==> src/rtl/mac_pkg.sv <==
// Shared types and helpers for the pipelined approximate MAC: accumulator
// width, stage-2 FSM state encoding and the approximate-product mask.
package mac_pkg;

  typedef enum logic {
    ST_IDLE  = 1'b0,
    ST_ACCUM = 1'b1
  } acc_state_e;

  function automatic int acc_width(input int w, input int guard);
    return 2 * w + guard;
  endfunction

  // Product-width mask with the low approx_lsb bits cleared; callers slice to 2*w bits.
  function automatic logic [63:0] approx_mask(input int w, input int approx_lsb);
    return (~64'd0 << approx_lsb) & (~64'd0 >> (64 - 2 * w));
  endfunction

endpackage

==> src/rtl/approx_mul.sv <==
// Combinational unsigned multiplier whose low APPROX_LSB product bits are
// forced to zero; the parent registers the result in pipeline stage 1.
module approx_mul
  import mac_pkg::*;
#(
  parameter int W          = 16,
  parameter int APPROX_LSB = 5
) (
  input  logic [W-1:0]   i_a,
  input  logic [W-1:0]   i_b,
  output logic [2*W-1:0] o_p
);

  localparam logic [63:0]    MASK64 = approx_mask(W, APPROX_LSB);
  localparam logic [2*W-1:0] MASK   = MASK64[2*W-1:0];

  logic [2*W-1:0] w_full;

  assign w_full = {{W{1'b0}}, i_a} * {{W{1'b0}}, i_b};
  assign o_p    = w_full & MASK;

endmodule

==> src/rtl/mac_pipe_acc.sv <==
// Two-stage pipelined approximate MAC with single and group-accumulate modes.
// Define MAC_PIPE_ACC_SAT_EN to saturate the result on overflow instead of wrapping.
module mac_pipe_acc
  import mac_pkg::*;
#(
  parameter int  W          = 16,
  parameter int  APPROX_LSB = 5,
  parameter int  GUARD      = 4,
  localparam int ACC_W      = acc_width(W, GUARD)
) (
  input  logic             clk,
  input  logic             rst_n,
  input  logic             in_valid,
  output logic             in_ready,
  input  logic [W-1:0]     a,
  input  logic [W-1:0]     b,
  input  logic [W-1:0]     c,
  input  logic             mode,
  input  logic             in_last,
  output logic             out_valid,
  input  logic             out_ready,
  output logic [ACC_W-1:0] r,
  output logic             ovf
);

  // state    | meaning
  // ST_IDLE  | no group open; next stage-1 beat is a single op or a group seed
  // ST_ACCUM | group open; stage-1 beats add their product to the accumulator

  logic             w_adv;
  logic [2*W-1:0]   w_p;

  logic             r_s1_valid;
  logic [2*W-1:0]   r_s1_p;
  logic [W-1:0]     r_s1_c;
  logic             r_s1_mode;
  logic             r_s1_last;

  acc_state_e       r_state, w_state_nxt;
  logic [ACC_W-1:0] r_acc, w_acc_nxt;
  logic             r_acc_ovf, w_acc_ovf_nxt;
  logic             r_out_valid;
  logic [ACC_W-1:0] r_r, w_r_nxt;
  logic             r_ovf, w_ovf_nxt;
  logic             w_emit;

  logic [ACC_W-1:0] w_base;
  logic [ACC_W:0]   w_sum;
  logic             w_ovf_grp;
  logic [ACC_W-1:0] w_res;

  assign w_adv     = ~r_out_valid | out_ready;
  assign in_ready  = w_adv;
  assign out_valid = r_out_valid;
  assign r         = r_r;
  assign ovf       = r_ovf;

  approx_mul #(
    .W          (W),
    .APPROX_LSB (APPROX_LSB)
  ) u_approx_mul (
    .i_a (a),
    .i_b (b),
    .o_p (w_p)
  );

  always_ff @(posedge clk or negedge rst_n) begin
    if (!rst_n) begin
      r_s1_valid <= 1'b0;
      r_s1_p     <= '0;
      r_s1_c     <= '0;
      r_s1_mode  <= 1'b0;
      r_s1_last  <= 1'b0;
    end else if (w_adv) begin
      r_s1_valid <= in_valid;
      if (in_valid) begin
        r_s1_p    <= w_p;
        r_s1_c    <= c;
        r_s1_mode <= mode;
        r_s1_last <= in_last;
      end
    end
  end

  // A group seed adds c; a beat inside a group adds to the running sum.
  assign w_base    = (r_state == ST_IDLE) ? ACC_W'(r_s1_c) : r_acc;
  assign w_sum     = (ACC_W + 1)'(w_base) + (ACC_W + 1)'(r_s1_p);
  assign w_ovf_grp = w_sum[ACC_W] | ((r_state == ST_ACCUM) & r_acc_ovf);

`ifdef MAC_PIPE_ACC_SAT_EN
  assign w_res = w_ovf_grp ? {ACC_W{1'b1}} : w_sum[ACC_W-1:0];
`else
  assign w_res = w_sum[ACC_W-1:0];
`endif

  always_comb begin
    w_state_nxt   = r_state;
    w_acc_nxt     = r_acc;
    w_acc_ovf_nxt = r_acc_ovf;
    w_r_nxt       = r_r;
    w_ovf_nxt     = r_ovf;
    w_emit        = 1'b0;
    if (r_s1_valid) begin
      unique case (r_state)
        ST_IDLE: begin
          if (!r_s1_mode) begin
            w_emit    = 1'b1;
            w_r_nxt   = w_res;
            w_ovf_nxt = w_ovf_grp;
          end else begin
            w_acc_nxt     = w_res;
            w_acc_ovf_nxt = w_ovf_grp;
            if (r_s1_last) begin
              w_emit    = 1'b1;
              w_r_nxt   = w_res;
              w_ovf_nxt = w_ovf_grp;
            end else begin
              w_state_nxt = ST_ACCUM;
            end
          end
        end
        ST_ACCUM: begin
          w_acc_nxt     = w_res;
          w_acc_ovf_nxt = w_ovf_grp;
          if (r_s1_last) begin
            w_emit      = 1'b1;
            w_r_nxt     = w_res;
            w_ovf_nxt   = w_ovf_grp;
            w_state_nxt = ST_IDLE;
          end
        end
        default: w_state_nxt = ST_IDLE;
      endcase
    end
  end

  always_ff @(posedge clk or negedge rst_n) begin
    if (!rst_n) begin
      r_state     <= ST_IDLE;
      r_acc       <= '0;
      r_acc_ovf   <= 1'b0;
      r_out_valid <= 1'b0;
      r_r         <= '0;
      r_ovf       <= 1'b0;
    end else if (w_adv) begin
      r_state     <= w_state_nxt;
      r_acc       <= w_acc_nxt;
      r_acc_ovf   <= w_acc_ovf_nxt;
      r_out_valid <= w_emit;
      r_r         <= w_r_nxt;
      r_ovf       <= w_ovf_nxt;
    end
  end

endmodule

==> config.mk <==
export PLATFORM = sky130hd
export DESIGN_NAME = mac_pipe_acc
export DESIGN_NICKNAME = d
export VERILOG_FILES = /design/src/rtl/mac_pkg.sv /design/src/rtl/approx_mul.sv /design/src/rtl/mac_pipe_acc.sv
export SDC_FILE = /design/constraint.sdc
export NUM_CORES = 1
export LEC_CHECK = 0
export ABC_CLOCK_PERIOD_IN_PS = 3600
export CAP_MARGIN = 20
export CORE_ASPECT_RATIO = 0.6
export CORE_MARGIN = 10
export CORE_UTILIZATION = 60
export CTS_CLUSTER_DIAMETER = 30
export DETAILED_ROUTE_END_ITERATION = 8
export PLACE_DENSITY = 0.79
export RECOVER_POWER = 25
export SYNTH_ARGS = -nofsm -noshare
export SYNTH_HDL_FRONTEND = slang
export SYNTH_SLANG_ARGS = --single-unit
==> constraint.sdc <==
create_clock -name clk -period 3.6 [get_ports clk]
set_input_delay 0.72 -clock clk [delete_from_list [all_inputs] [get_ports clk]]
set_output_delay 0.72 -clock clk [all_outputs]
set_load 0.1 [all_outputs]
==> results of run 1 <==
-- layout make-up --
cell class | count | area share, %
well taps | 322 | 2.11
clock buffers | 30 | 3.63
multi-input cells | 1218 | 58.9
repair buffers | 307 | 14.6
flip-flops and latches | 122 | 16.0
inverters | 243 | 4.77
clock inverters | 2 | 0.0523
-- sequential cells by signal, summed over array words and instances (netlist names) --
signal / flops
r_acc_ovf: 1
r_s1_mode: 1
r_s1_last: 1
r_s1_valid: 1
r: 36
r_acc: 36
out_valid: 1
ovf: 1
r_state: 1
r_s1_c: 16
r_s1_p: 27
-- stage by stage --
stage               setup TNS, ps  util (%)
detailed placement         -71990      71.5
CTS                        -46710      77.4
floorplan                  -43010         -
global placement           -69080      71.5
global route               -51150      78.9
finish                     -47140      78.9
-- kinds of logic after synthesis --
family                     after synthesis  synth area share [%]
AOI/OAI and AO/OA                      224                  10.1
buffers and inverters                  312                  8.23
and+or+nand+nor                        589                  18.6
DFF                                    122                  20.6
muxes                                   38                  2.83
adders and majority gates              322                  37.0
xor gates and xnor gates                45                  2.66
-- timing repair --
| item | CTS | global route |
|---|---|---|
| cloned | 3 | 0 |
| setup buffers | 36 | 12 |
| pin swaps | 98 | 84 |
| gates resized for setup | 241 | 130 |
| endpoints found under the setup margin | 27 | 43 |
-- worst max path at each step --
stage / startpoint / endpoint / slack, ps / cells past startpoint
2_1_floorplan: b[4] / r_s1_p[26]$_DFFE_PN0P_ / -2270 / 21
4_1_cts: b[6] / r_s1_p[26]$_DFFE_PN0P_ / -2190 / 23
3_3_place_gp: a[8] / r_s1_p[26]$_DFFE_PN0P_ / -3060 / 21
3_5_place_dp: b[4] / r_s1_p[28]$_DFFE_PN0P_ / -3210 / 22
5_1_grt: b[6] / r_s1_p[26]$_DFFE_PN0P_ / -2390 / 24
6_report: b[12] / r_s1_p[28]$_DFFE_PN0P_ / -2230 / 22
-- cells in the mapped netlist, types with 5 or more instances --
cell type                   count  area (µm²)
sky130_fd_sc_hd__ha_1         128        1600
sky130_fd_sc_hd__nand3_1       13        65.1
sky130_fd_sc_hd__o21ai_0       38         190
sky130_fd_sc_hd__a21oi_1       48         240
sky130_fd_sc_hd__nand2_1      339        1270
sky130_fd_sc_hd__o211ai_1       7        52.6
sky130_fd_sc_hd__dfrtp_1      122        3050
sky130_fd_sc_hd__o21a_1        12        90.1
sky130_fd_sc_hd__buf_2          5        25.0
sky130_fd_sc_hd__mux2i_1        7        70.1
sky130_fd_sc_hd__clkbuf_1      58         218
sky130_fd_sc_hd__nand4_1        5        31.3
sky130_fd_sc_hd__and2_1       148         926
sky130_fd_sc_hd__a21o_1        27         203
sky130_fd_sc_hd__o21ai_1       25         125
sky130_fd_sc_hd__xor2_1        24         210
sky130_fd_sc_hd__nand2b_1       5        31.3
sky130_fd_sc_hd__xnor2_1       21         184
sky130_fd_sc_hd__nor3_1        14        70.1
sky130_fd_sc_hd__nor2_1        31         116
sky130_fd_sc_hd__o2111ai_1      6        52.6
sky130_fd_sc_hd__and3_1         9        56.3
sky130_fd_sc_hd__fa_1         194        3880
sky130_fd_sc_hd__o21bai_1       7        52.6
sky130_fd_sc_hd__a31oi_1        7        43.8
sky130_fd_sc_hd__inv_1        243         912
sky130_fd_sc_hd__o31ai_1        8        60.1
sky130_fd_sc_hd__mux2_2        31         349
-- critical path: cells and delay by family --
kind	cells	cell delay, ps
buf+inv	6	440
simple gates	6	850
compound gates	3	880
fa+ha+maj	7	3290
-- cells in the final DEF (no fill, tap or decap), types with 11 or more instances in the layout --
master and n:
sky130_fd_sc_hd__inv_2 41, sky130_fd_sc_hd__nand2_2 16, sky130_fd_sc_hd__fa_1 177, sky130_fd_sc_hd__nor2_1 25, sky130_fd_sc_hd__buf_6 62, sky130_fd_sc_hd__a21o_1 27, sky130_fd_sc_hd__ha_1 107, sky130_fd_sc_hd__buf_4 153
sky130_fd_sc_hd__clkdlybuf4s50_1 58, sky130_fd_sc_hd__xnor2_1 19, sky130_fd_sc_hd__mux2_2 31, sky130_fd_sc_hd__nor3_1 12, sky130_fd_sc_hd__and2_4 32, sky130_fd_sc_hd__o21ai_0 33, sky130_fd_sc_hd__dfrtp_1 121, sky130_fd_sc_hd__xor2_1 24
sky130_fd_sc_hd__and2_1 117, sky130_fd_sc_hd__clkbuf_16 25, sky130_fd_sc_hd__o21a_1 11, sky130_fd_sc_hd__ha_4 18, sky130_fd_sc_hd__nand3_1 13, sky130_fd_sc_hd__nand2_1 318, sky130_fd_sc_hd__a21oi_1 43, sky130_fd_sc_hd__inv_1 202
sky130_fd_sc_hd__o21ai_1 23, sky130_fd_sc_hd__fa_2 17
-- routing by layer --
layer	vias to the layer above	part of all wire, %	global-route usage [%]
met5	-	0	0
met4	0	2.5	5.35
met3	97	7.9	5.17
met2	563	48	41.7
met1	6359	42	34.6
li1	5767	-	-
==> results_tabular.tex, run 1 <==
\begin{tabular}{lr}
\hline
Metric & Value \\
\hline
\multicolumn{2}{l}{\textbf{Status}} \\
\quad Outcome & finished with violations \\
\quad Violations in the final reports & max-capacitance violations, max-slew violations, negative setup slack \\
\multicolumn{2}{l}{\textbf{Global routing}} \\
\quad Number of global-route vias before repair & 13444 \\
\quad Final global-route overflow total & 0 \\
\quad Wire length of the first global-routing pass & 66600 µm \\
\quad Total track usage & 25.5\% \\
\quad Number of antenna violations at the first check in global routing & 0 \\
\quad Largest net degree at the start of global routing & 63 \\
\multicolumn{2}{l}{\textbf{Layout}} \\
\quad Number of antenna cells inserted & 0 \\
\quad Filler instances & 1465 \\
\quad Number of cells in the finished layout apart from fillers & 2244 \\
\quad Ratio of cells with drive above 1 in the final layout & 25.7\% \\
\quad Final design instance area without fill & 19100 µm² \\
\quad Multi-input logic area & 11300 µm² \\
\quad Area growth from synthesis to layout & 29.1\% \\
\quad Register area & 3050 µm² \\
\quad Post-layout net count & 2293 \\
\multicolumn{2}{l}{\textbf{Placement}} \\
\quad Port-buffer cells & 92 \\
\quad Detailed placement HPWL & 29600 µm \\
\quad Routability cong. & 0.932 \\
\quad Post-placement worst setup slack & -3210 ps \\
\quad Area post-placement & 17300 µm² \\
\quad Instance count after placement with tap cells included & 2165 \\
\multicolumn{2}{l}{\textbf{Worst setup path}} \\
\quad Reg2reg start & r\_state\$\_DFFE\_PN0P\_ \\
\quad Critical path arrival & 6170 ps \\
\quad Capture point of the worst reg-to-reg path & r\_acc[34]\$\_DFFE\_PN0P\_ \\
\quad Worst-case register-to-register setup slack & 170 ps \\
\quad Slowest Stage Delay on Critical Path & 610 ps \\
\quad Critical path start-end classification & input port to flop \\
\quad Highest net fanout along the worst path & 5 \\
\quad Worst Setup Start Kind & input port \\
\quad Depth of the worst register-to-register path & 11 \\
\quad Library cell appearing most often on the critical path & sky130\_fd\_sc\_hd\_\_fa\_1 \\
\quad Cell-by-cell trace of the critical path & buf\_2, buf\_6, and2\_4, fa\_1, inv\_2, fa\_1, inv\_1, fa\_1, fa\_1, fa\_1, inv\_1, fa\_1, inv\_2, ha\_4, and4\_4, and2\_4, a41o\_4, o2111ai\_4, nand2\_2, a221oi\_4, or4\_1, nand3\_1 \\
\quad Worst path slowest cell & sky130\_fd\_sc\_hd\_\_fa\_1 \\
\quad Crit. End Element & flop \\
\quad Required time at the endpoint of the critical path & 3930 ps \\
\multicolumn{2}{l}{\textbf{Worst hold path}} \\
\quad Start point of the worst min-delay path & r[15]\$\_DFFE\_PN0P\_ \\
\quad Path category of the worst min-delay check & flop to flop \\
\quad Hold depth & 2 \\
\quad Endpoint with the worst hold slack & r[15]\$\_DFFE\_PN0P\_ \\
\multicolumn{2}{l}{\textbf{Clock network}} \\
\quad Num CTS Buffers & 25 \\
\quad Clock tree root driver cell & sky130\_fd\_sc\_hd\_\_clkbuf\_16 \\
\quad Number of buffers inserted by hold repair at cts & 0 \\
\quad CTS Buffer Depth & 3 \\
\quad H-tree levels & 4 \\
\quad Clock tree from TritonCTS & yes \\
\quad Latest clock arrival within the worst-skew pair & 460 ps \\
\quad \# clock sinks & 122 \\
\quad Clock-pin slew of the registers on the worst-case setup and hold paths & 50 ps \\
\multicolumn{2}{l}{\textbf{Die}} \\
\quad Floorplan Core Area & 24200 µm² \\
\quad Die ar. & 31600 µm² \\
\quad Initial standard-cell utilization of the core & 61.2\% \\
\quad Number of primary I/O pins & 93 \\
\quad Chip height & 142 µm \\
\quad Die Span X & 223 µm \\
\quad Standard-cell row count & 44 \\
\multicolumn{2}{l}{\textbf{Route}} \\
\quad Starting DRC count in detailed routing & 1119 \\
\quad Post-detailed-route via-to-cell ratio & 5.70 \\
\quad DRC violation count after routing & 0 \\
\quad DRT Pass-1 Iters & 5 \\
\quad Routed vias & 12786 \\
\quad Antenna-violating nets left & 0 \\
\quad Routed wire length & 42000 µm \\
\quad DR WL/cell & 18.7 µm \\
\multicolumn{2}{l}{\textbf{Yosys}} \\
\quad Synth async-reset ratio & 100\% \\
\quad Post-Synthesis Cell Area & 14800 µm² \\
\quad Number of instances in the synthesized netlist & 1652 \\
\quad Post-synth EDFFs & 0 \\
\quad Post-Synthesis Net Count & 2028 \\
\quad Distinct cell type count after synthesis & 68 \\
\quad Syn\_area\_per\_cell & 8.97 µm² \\
\quad Yosys synthesis warning count & 0 \\
\quad Dominant register cell in the synthesized netlist & sky130\_fd\_sc\_hd\_\_dfrtp\_1 \\
\quad Flip-flop and latch count after synthesis & 122 \\
\quad Post-synthesis sequential area ratio & 20.6\% \\
\multicolumn{2}{l}{\textbf{STA}} \\
\quad Hold Violations, Final & 0 \\
\quad Share of the clock period used by the worst path & 162\% \\
\quad Number of endpoints failing setup at the final stage & 27 \\
\quad Minimum hold slack & 471 ps \\
\quad Minimum clock period & 5830 ps \\
\quad Final Max Slew Viols & 63 \\
\quad Fin worst setup slack & -2230 ps \\
\quad Max-slew headroom at the worst pin & -5.76\% \\
\quad Max Clock Skew & 18.6 ps \\
\quad Setup repair after global routing missed its margin & true \\
\quad Achievable clock frequency & 171 MHz \\
\quad Slew of the pin with the lowest slew margin & 1590 ps \\
\multicolumn{2}{l}{\textbf{Run}} \\
\quad Max-capacitance violation count & 1 \\
\hline
\end{tabular}
Power of run 1 is left out: the tool's default activity adds up to more than one toggle a clock period on the data nets, which glitch-free logic cannot reach.
==> run 2: changes to the inputs <==
--- a/config.mk
+++ b/config.mk
@@ -10,7 +10,6 @@
 export CORE_ASPECT_RATIO = 0.6
 export CORE_MARGIN = 10
 export CORE_UTILIZATION = 60
-export CTS_CLUSTER_DIAMETER = 30
 export DETAILED_ROUTE_END_ITERATION = 8
 export PLACE_DENSITY = 0.79
 export RECOVER_POWER = 25
==> results of run 2 <==
Same layout as run 1: the final DEF is identical, and so are final timing and power.
Power of run 2 is left out for the same reason.
